**config.mk**
```make
export PLATFORM = sky130hd
export DESIGN_NAME = alu_entry_sequencer
export DESIGN_NICKNAME = d
export VERILOG_FILES = /design/src/rtl/alu_seq_pkg.sv /design/src/rtl/key_debounce.sv /design/src/rtl/alu_entry_sequencer.sv
export SDC_FILE = /design/constraint.sdc
export NUM_CORES = 1
export LEC_CHECK = 0
export BUFFER_PORTS_ARGS = -buffer_cell sky130_fd_sc_hd__buf_4
export CORE_MARGIN = 2
export CORE_UTILIZATION = 62
export CTS_BUF_LIST = sky130_fd_sc_hd__clkbuf_4 sky130_fd_sc_hd__clkbuf_8
export DETAILED_ROUTE_END_ITERATION = 7
export GPL_TIMING_DRIVEN = 0
export HOLD_SLACK_MARGIN = 0.05
export PLACE_DENSITY = 0.94
export SLEW_MARGIN = 20
export SYNTH_ARGS = -nofsm -noshare
export SYNTH_HDL_FRONTEND = slang
export SYNTH_SLANG_ARGS = --single-unit
export TNS_END_PERCENT = 10
```
**constraint.sdc**
```tcl
create_clock -name clk -period 3.95 [get_ports clk]
set_input_delay 0.1975 -clock clk [delete_from_list [all_inputs] [get_ports clk]]
set_output_delay 0.1975 -clock clk [all_outputs]
set_load 0.005 [all_outputs]
```
**src/rtl/alu_seq_pkg.sv**
```systemverilog
// Shared types and constants for the miniALU entry sequencer.
// The state order also fixes the one-hot LED encoding.
package alu_seq_pkg;

  typedef enum logic [2:0] {
    ENTER_A,
    ENTER_B,
    ENTER_OP,
    EXEC,
    SHOW
  } state_e;

  localparam int OPERAND_W = 4;
  localparam int VALUE_W   = 20;
  localparam int SW_OP_BIT = 8;
  localparam int SW_EN_BIT = 9;

  function automatic logic [4:0] state_onehot(state_e s);
    logic [4:0] one;
    one = 5'b00001;
    return one << s;
  endfunction

  function automatic logic is_entry(state_e s);
    return (s == ENTER_A) || (s == ENTER_B) || (s == ENTER_OP);
  endfunction

endpackage

```
**src/rtl/key_debounce.sv**
```systemverilog
// Turns a raw, bouncy, active-low pushbutton into a single-cycle press pulse.
// The key is synchronized, then accepted only after DEBOUNCE_CYCLES stable samples.
module key_debounce #(
  parameter int DEBOUNCE_CYCLES = 500000
) (
  input  logic clk,
  input  logic rst,
  input  logic key_n,
  output logic press
);

  localparam int CW = (DEBOUNCE_CYCLES > 1) ? $clog2(DEBOUNCE_CYCLES) : 1;

  logic          sync1_q, sync1_d;
  logic          sync2_q, sync2_d;
  logic          stable_q, stable_d;
  logic          press_q, press_d;
  logic [CW-1:0] cnt_q, cnt_d;

  // NOTE: every signal gets a default first so no path through this block infers a latch.
  always_comb begin
    sync1_d  = key_n;
    sync2_d  = sync1_q;
    stable_d = stable_q;
    cnt_d    = '0;
    if (sync2_q != stable_q) begin
      if (cnt_q == CW'(DEBOUNCE_CYCLES - 1)) begin
        stable_d = sync2_q;
      end else begin
        cnt_d = cnt_q + CW'(1);
      end
    end
    // Only the accepted falling edge is a press; release is silent.
    press_d = stable_q & ~stable_d;
  end

  // NOTE: sequential state uses non-blocking assignments so all flops update together.
  always_ff @(posedge clk) begin
    if (rst) begin
      sync1_q  <= 1'b1;
      sync2_q  <= 1'b1;
      stable_q <= 1'b1;
      press_q  <= 1'b0;
      cnt_q    <= '0;
    end else begin
      sync1_q  <= sync1_d;
      sync2_q  <= sync2_d;
      stable_q <= stable_d;
      press_q  <= press_d;
      cnt_q    <= cnt_d;
    end
  end

  assign press = press_q;

endmodule

```
**src/rtl/alu_entry_sequencer.sv**
```systemverilog
// Steps the user through A, B and op entry for the miniALU with one button,
// captures the result and drives the blinking/steady seven-segment inputs.
module alu_entry_sequencer
  import alu_seq_pkg::*;
#(
  parameter int DEBOUNCE_CYCLES = 500000,
  parameter int BLINK_CYCLES    = 12500000
) (
  input  logic        clk,
  input  logic        rst,
  input  logic        key_n,
  input  logic [9:0]  switches,
  input  logic [19:0] alu_result,
  output logic [3:0]  alu_a,
  output logic [3:0]  alu_b,
  output logic        alu_op,
  output logic [19:0] disp_value,
  output logic        disp_blank,
  output logic [9:0]  leds
);

  localparam int BW = (BLINK_CYCLES > 1) ? $clog2(BLINK_CYCLES) : 1;

  logic press;

  state_e                 state_q, state_d;
  logic [OPERAND_W-1:0]   alu_a_q, alu_a_d;
  logic [OPERAND_W-1:0]   alu_b_q, alu_b_d;
  logic                   alu_op_q, alu_op_d;
  logic [VALUE_W-1:0]     result_q, result_d;
  logic [BW-1:0]          blink_cnt_q, blink_cnt_d;
  logic                   phase_q, phase_d;
  logic [VALUE_W-1:0]     disp_value_q, disp_value_d;
  logic                   disp_blank_q, disp_blank_d;
  logic [9:0]             leds_q, leds_d;

  // Switches [7:4] have no function on this board.
  logic unused_switches;
  assign unused_switches = ^switches[7:4];

  key_debounce #(
    .DEBOUNCE_CYCLES(DEBOUNCE_CYCLES)
  ) u_key_debounce (
    .clk  (clk),
    .rst  (rst),
    .key_n(key_n),
    .press(press)
  );

  always_comb begin
    state_d  = state_q;
    alu_a_d  = alu_a_q;
    alu_b_d  = alu_b_q;
    alu_op_d = alu_op_q;
    result_d = result_q;

    unique case (state_q)
      ENTER_A: if (press) begin
        alu_a_d = switches[OPERAND_W-1:0];
        state_d = ENTER_B;
      end
      ENTER_B: if (press) begin
        alu_b_d = switches[OPERAND_W-1:0];
        state_d = ENTER_OP;
      end
      ENTER_OP: if (press) begin
        alu_op_d = switches[SW_OP_BIT];
        state_d  = EXEC;
      end
      // Operands have been stable for a full cycle here, so the ALU output is settled.
      EXEC: begin
        result_d = alu_result;
        state_d  = SHOW;
      end
      SHOW: if (press) begin
        state_d = ENTER_A;
      end
      default: state_d = ENTER_A;
    endcase

    // Blink phase restarts visible whenever the state changes.
    blink_cnt_d = blink_cnt_q + BW'(1);
    phase_d     = phase_q;
    if (state_d != state_q) begin
      blink_cnt_d = '0;
      phase_d     = 1'b0;
    end else if (blink_cnt_q == BW'(BLINK_CYCLES - 1)) begin
      blink_cnt_d = '0;
      phase_d     = ~phase_q;
    end

    // Outputs are built from next-state values so they line up with the state register.
    unique case (state_d)
      ENTER_A, ENTER_B: disp_value_d = VALUE_W'(switches[OPERAND_W-1:0]);
      ENTER_OP:         disp_value_d = VALUE_W'(switches[SW_OP_BIT]);
      default:          disp_value_d = result_d;
    endcase

    disp_blank_d = ~switches[SW_EN_BIT] | (phase_d & is_entry(state_d));

    leds_d      = '0;
    leds_d[4:0] = state_onehot(state_d);
    leds_d[9]   = alu_op_d;
  end

  always_ff @(posedge clk) begin
    if (rst) begin
      state_q      <= ENTER_A;
      alu_a_q      <= '0;
      alu_b_q      <= '0;
      alu_op_q     <= 1'b0;
      result_q     <= '0;
      blink_cnt_q  <= '0;
      phase_q      <= 1'b0;
      disp_value_q <= '0;
      disp_blank_q <= 1'b1;
      leds_q       <= '0;
    end else begin
      state_q      <= state_d;
      alu_a_q      <= alu_a_d;
      alu_b_q      <= alu_b_d;
      alu_op_q     <= alu_op_d;
      result_q     <= result_d;
      blink_cnt_q  <= blink_cnt_d;
      phase_q      <= phase_d;
      disp_value_q <= disp_value_d;
      disp_blank_q <= disp_blank_d;
      leds_q       <= leds_d;
    end
  end

  assign alu_a      = alu_a_q;
  assign alu_b      = alu_b_q;
  assign alu_op     = alu_op_q;
  assign disp_value = disp_value_q;
  assign disp_blank = disp_blank_q;
  assign leds       = leds_q;

endmodule

```
---- After elaboration in Yosys (flattened, before gate mapping) ----
Cells that the tools add are included.
storage, ports and cells
  flip-flop bits (word level) ............. 111
  bits of input ports ..................... 33
  output and inout bits ................... 40
  logic and storage cells ................. 58
cells by class
  $add $sub $neg .......................... 2
  eq/ne operators ......................... 10
  shifts and indexed selects .............. 1
  multiplexer cells ....................... 13
  bitwise logic cells ..................... 7
  reductions and logical operators ........ 9
operators with widths
  kind                                                                   count
  20-bit one-hot mux with 2 select lines                                 1
  24-bit by 1-bit adder with 24-bit output, second input constant        1
  24-bit equality test, second input constant                            1
  20-bit two-way mux                                                     1
  19-bit by 1-bit adder with 19-bit output, second input constant        1
  19-bit equality test, second input constant                            1
  3-bit one-hot mux with 5 select lines                                  1
  3-bit two-way mux                                                      4
  3-bit by 2-bit equality test with 1-bit output, second input constant  3
  3-bit by 1-bit equality test with 1-bit output, second input constant  2
  3-bit logical NOT                                                      2
  1-bit two-way mux                                                      6
  3-bit OR reduction                                                     2
  1-bit by 3-bit left shift with 5-bit output, first input constant      1
  1-bit inverter                                                         4
  2-bit AND reduction                                                    2
  3-bit equality test, second input constant                             1
  3-bit != test                                                          1
  1-bit bitwise AND                                                      2
  1-bit logical OR                                                       2
  2-bit OR reduction                                                     1
  1-bit != test                                                          1
  1-bit bitwise OR                                                       1

---- Logic depth before layout (Yosys ltp) ----
  depth in word-level cells ............... 7
  depth in mapped cells ................... 7
  gate-level depth less buffers ........... 5

---- By module ----
Synthesis repeated with hierarchy kept, for this count alone.
second synthesis, totals
  cells, all modules ...................... 457
  area, all modules ....................... 4,209.0 µm²
by module, submodules not included
  module               times used  cells an instance  area an instance (µm²)  sequential area each (µm²)
  alu_entry_sequencer  1           347                3,216.8                 1,661.6
  key_debounce         1           110                992.2                   460.4

---- Least setup slack after synthesis ----
OpenSTA, ideal clock, no wires.
  path type ............................... register -> register
  start point ............................. register blink_cnt_q[0]
  end point ............................... register blink_cnt_q[10]
  setup time .............................. 0.117 ns
  arrival ................................. 1.625 ns
  data required time ...................... 3.833 ns
  path slack .............................. 2.208 ns
  stages on the path, launching flop included .. 8
  path buffers ............................ 2
  clock period less this slack ............ 1.742 ns
  cell sequence ........................... dfxtp_1 -> ha_1 -> and4_1 -> clkbuf_1 -> nand4_1 -> o21ai_1 -> buf_2 -> nor2_1
on the way
  longest elaborated chain between the ends .. 2
  elaborated cells between the ends (all ways) .. 3
  those cells by class .................... add/sub: 1; eq/ne: 1; reduce/logical: 1
RTL lines
  item                                                                              RTL line                    RTL
  from (decl)                                                                       alu_entry_sequencer.sv:31   logic [BW-1:0] blink_cnt_q, blink_cnt_d;
  from (signal assigned)                                                            alu_entry_sequencer.sv:124  blink_cnt_q <= blink_cnt_d;
  branches (longest 2 deep; another with 24-bit by 1-bit adder with 24-bit output)  -
Parallel ways; which one is timed is not known.
A chain may end at the register's enable or synchronous reset.

---- Worst setup path after layout ----
Ends and elaborated chain as after synthesis.

==> qor.txt <==
I/O Buffers - 63
RSZ-0062 raised after global routing - no
GRT Overall Usage - 0.257
WHS Endpoint - disp_value[3]
cells after synthesis - 462
post-route setup TNS - 0 ns
IO Count - 73
Die Span Y - 86.4 microns
Post-DRT Antenna Nets - 0
crit end category - flop
status - complete, no violations
Worst EP arrival - 2.54 ns
initial drt markers - 205
global-route wire length before repair - 15.4 mm
Worst path top cell family by delay - buffers and inverters
Final #Nets - 576
syn avg cell area - 9.11 sq um
die width - 86.4 microns
R2R setup slack - 1.67 ns
Power Density - 364 nW/um^2
Post-route DRC - 0
fraction of registers with async set/reset - 0
DIE AREA - 7460 sq um
most frequent cell after synthesis - dfxtp_1
Synth Cell Area - 4210 sq um
DP HPWL - 6.43 mm
Worst-Skew Late Latency - 0.38 ns
hold path depth - 2
diodes inserted - 0
Core ar. - 6680 sq um
hold_sp - switches[3]
Via density - 5.79
Unique masters post-synth - 51
total chip power - 0.00183 W
Setup WS post-layout - 1.67 ns
Worst-Margin Slew - 0.650 ns
post-route cell area - 5020 sq um
Root Driver - clkbuf_8
crit path time final - 2.28 ns
total count of hold-check failures in the final report - 0
main area contributors after synthesis - dfxtp_1 (50%), nand2_1 (4.6%), nor2_1 (4.5%)
Worst-path clk slew - 0.10 ns
Slowest-stage cell, CP - o21ai_1
crit path max fanout - 10
Period Utilization, post-route - 0.578
peak supply drop - 242 uV
clock buffer depth - 2
DP Area - 4790 sq um
crit path from - blink_cnt_q[0]
top post-synthesis cells by count - dfxtp_1 (106), nand2_1 (52), nor2_1 (51)
Seq/Total Area, Yosys - 0.504
Worst Setup Start Kind - flop
postcts setup bufs - 0
antenna violations before repair - 0
Layout Utilization - 0.751
max capacitance violation total - 0
CP Cell Sequence - ha_1 -> and4_1 -> clkbuf_1 -> nand4_1 -> o21ai_1 -> buf_2 -> nor2_1
CTS tree - done
dpl ws - 1.73 ns
RD Place Congestion - 0.896
RR Endpoint - blink_cnt_q[10]
Worst R2R Path Depth - 7
Synth warnings - 0
vias in the first global route - 3,385
grt total ovfl - 0
Initial Util - 0.630
worst setup path class - flop to flop
share of cells above drive strength 1 - 0.194
final setup violating endpoints - 0
CTS Sinks - 106
HP Class - input port to flop
Setup Skew - 0.0152 ns
worst reg2reg startpoint - blink_cnt_q[0]
Critical path buffers and inverters - 2
Worst Path Required - 4.21 ns
Max Slew Vio Count - 0
number of iterations in the first detailed-routing pass - 4
total CTS buffers - 9
Synth area leader - dfxtp_1
largest net degree at the start of global routing - 20
Lkg Pwr - 1.88 nW
slowest stage delay, CP - 0.44 ns
routed via count - 3,627
Synth-to-Final Area Change - 19.2%
H-tree depth - 3
Fmax achieved - 0.438 GHz
top_reg_cell synth - dfxtp_1
worst relative slew slack - 0.561
WL/cell - 15.2 microns
EDFF count, synth - 0
post-synth top area share - 0.504
site row count - 30
Post-Route WL - 9.50 mm
post-synthesis register bit count - 106
## where the power goes
group / switching, W / internal, W / total (W)
clock network: 0.000383 / 0.000303 / 0.000686
registers: 0.00000449 / 0.00108 / 0.00108
logic: 0.0000282 / 0.0000330 / 0.0000612
## registers in the layout, indices dropped and copies added (netlist names), 3 cells and up
register and cells:
u_key_debounce.cnt_q 19, blink_cnt_q 24, result_q 20, leds 5, alu_a 4, disp_value 20, state_q 3, alu_b 4
## cell families after synthesis
group           Yosys count  synth area share
fa+ha+maj                 3           0.00833
other cells               1          0.000891
simple gates            215             0.273
xor+xnor                 29            0.0604
compound gates           63            0.0889
mux                      10            0.0238
buf+inv                  35            0.0404
flops                   106             0.504
## stage by stage
stage / instances / hold slack [ns]
2_1_floorplan: 465 / 0.294
3_3_place_gp: 608 / 0.396
3_5_place_dp: 608 / 0.395
4_1_cts: 626 / 0.0590
5_1_grt: 626 / 0.0661
6_report: 626 / 0.0602
## worst max path at each step
stage	depth (start not counted)	to	slack, ns
6_report	7	blink_cnt_q[10]	1.67
5_1_grt	7	blink_cnt_q[4]	1.56
4_1_cts	7	blink_cnt_q[3]	1.68
3_5_place_dp	7	blink_cnt_q[3]	1.73
3_3_place_gp	7	blink_cnt_q[11]	1.83
2_1_floorplan	7	blink_cnt_q[10]	2.21
## final cells by class
type	instances	area, sq um
Inverter	6	22.5
Clock inverter	7	81.3
Fill cell	453	1660
Clock buffer	9	124
Multi-Input combinational cell	324	1930
Sequential cell	106	2120
Tap cell	80	100
Timing Repair Buffer	65	493
Buffer	29	148
## cell usage in the layout (no fill, tap or decap), drive strengths merged, types with 4 or more instances in the layout
master  netlist  routed
inv           6      10
dfxtp       106     106
and3          6       6
or3           8       8
nor4b         4       4
clkbuf       15      24
a21oi        35      35
o31ai         7       7
nor2         51      51
mux2i        10      10
nand3        18      18
xor2         18      18
and2         16      16
o21ai        10      10
or4           7       7
nand4        15      15
nor3         12      12
buf          14      77
xnor2        11      11
conb          1       4
nand2        52      52
and4          8       8
nor4          6       6
## worst register-to-register path: cells and delay by family, from the launching register on
| family | cells | cell delay, ns |
|---|---|---|
| fa+ha+maj | 1 | 0.23 |
| buf+inv | 2 | 0.62 |
| simple gates | 3 | 0.47 |
| flops | 1 | 0.41 |
| compound gates | 1 | 0.44 |
## per-layer routing
metal | vias up | global-route usage | part of all wire
met1 | 1734 | 0.305 | 0.41
met2 | 117 | 0.458 | 0.51
met5 | - | 0 | 0
li1 | 1758 | - | -
met4 | 0 | 0.0952 | 0.018
met3 | 18 | 0.0495 | 0.057
## what timing repair did
action,CTS,global route
endpoints found under the hold margin,2,0
hold buffers,2,0
gates resized for setup,0,0
Power figures use the tool's default switching activity.
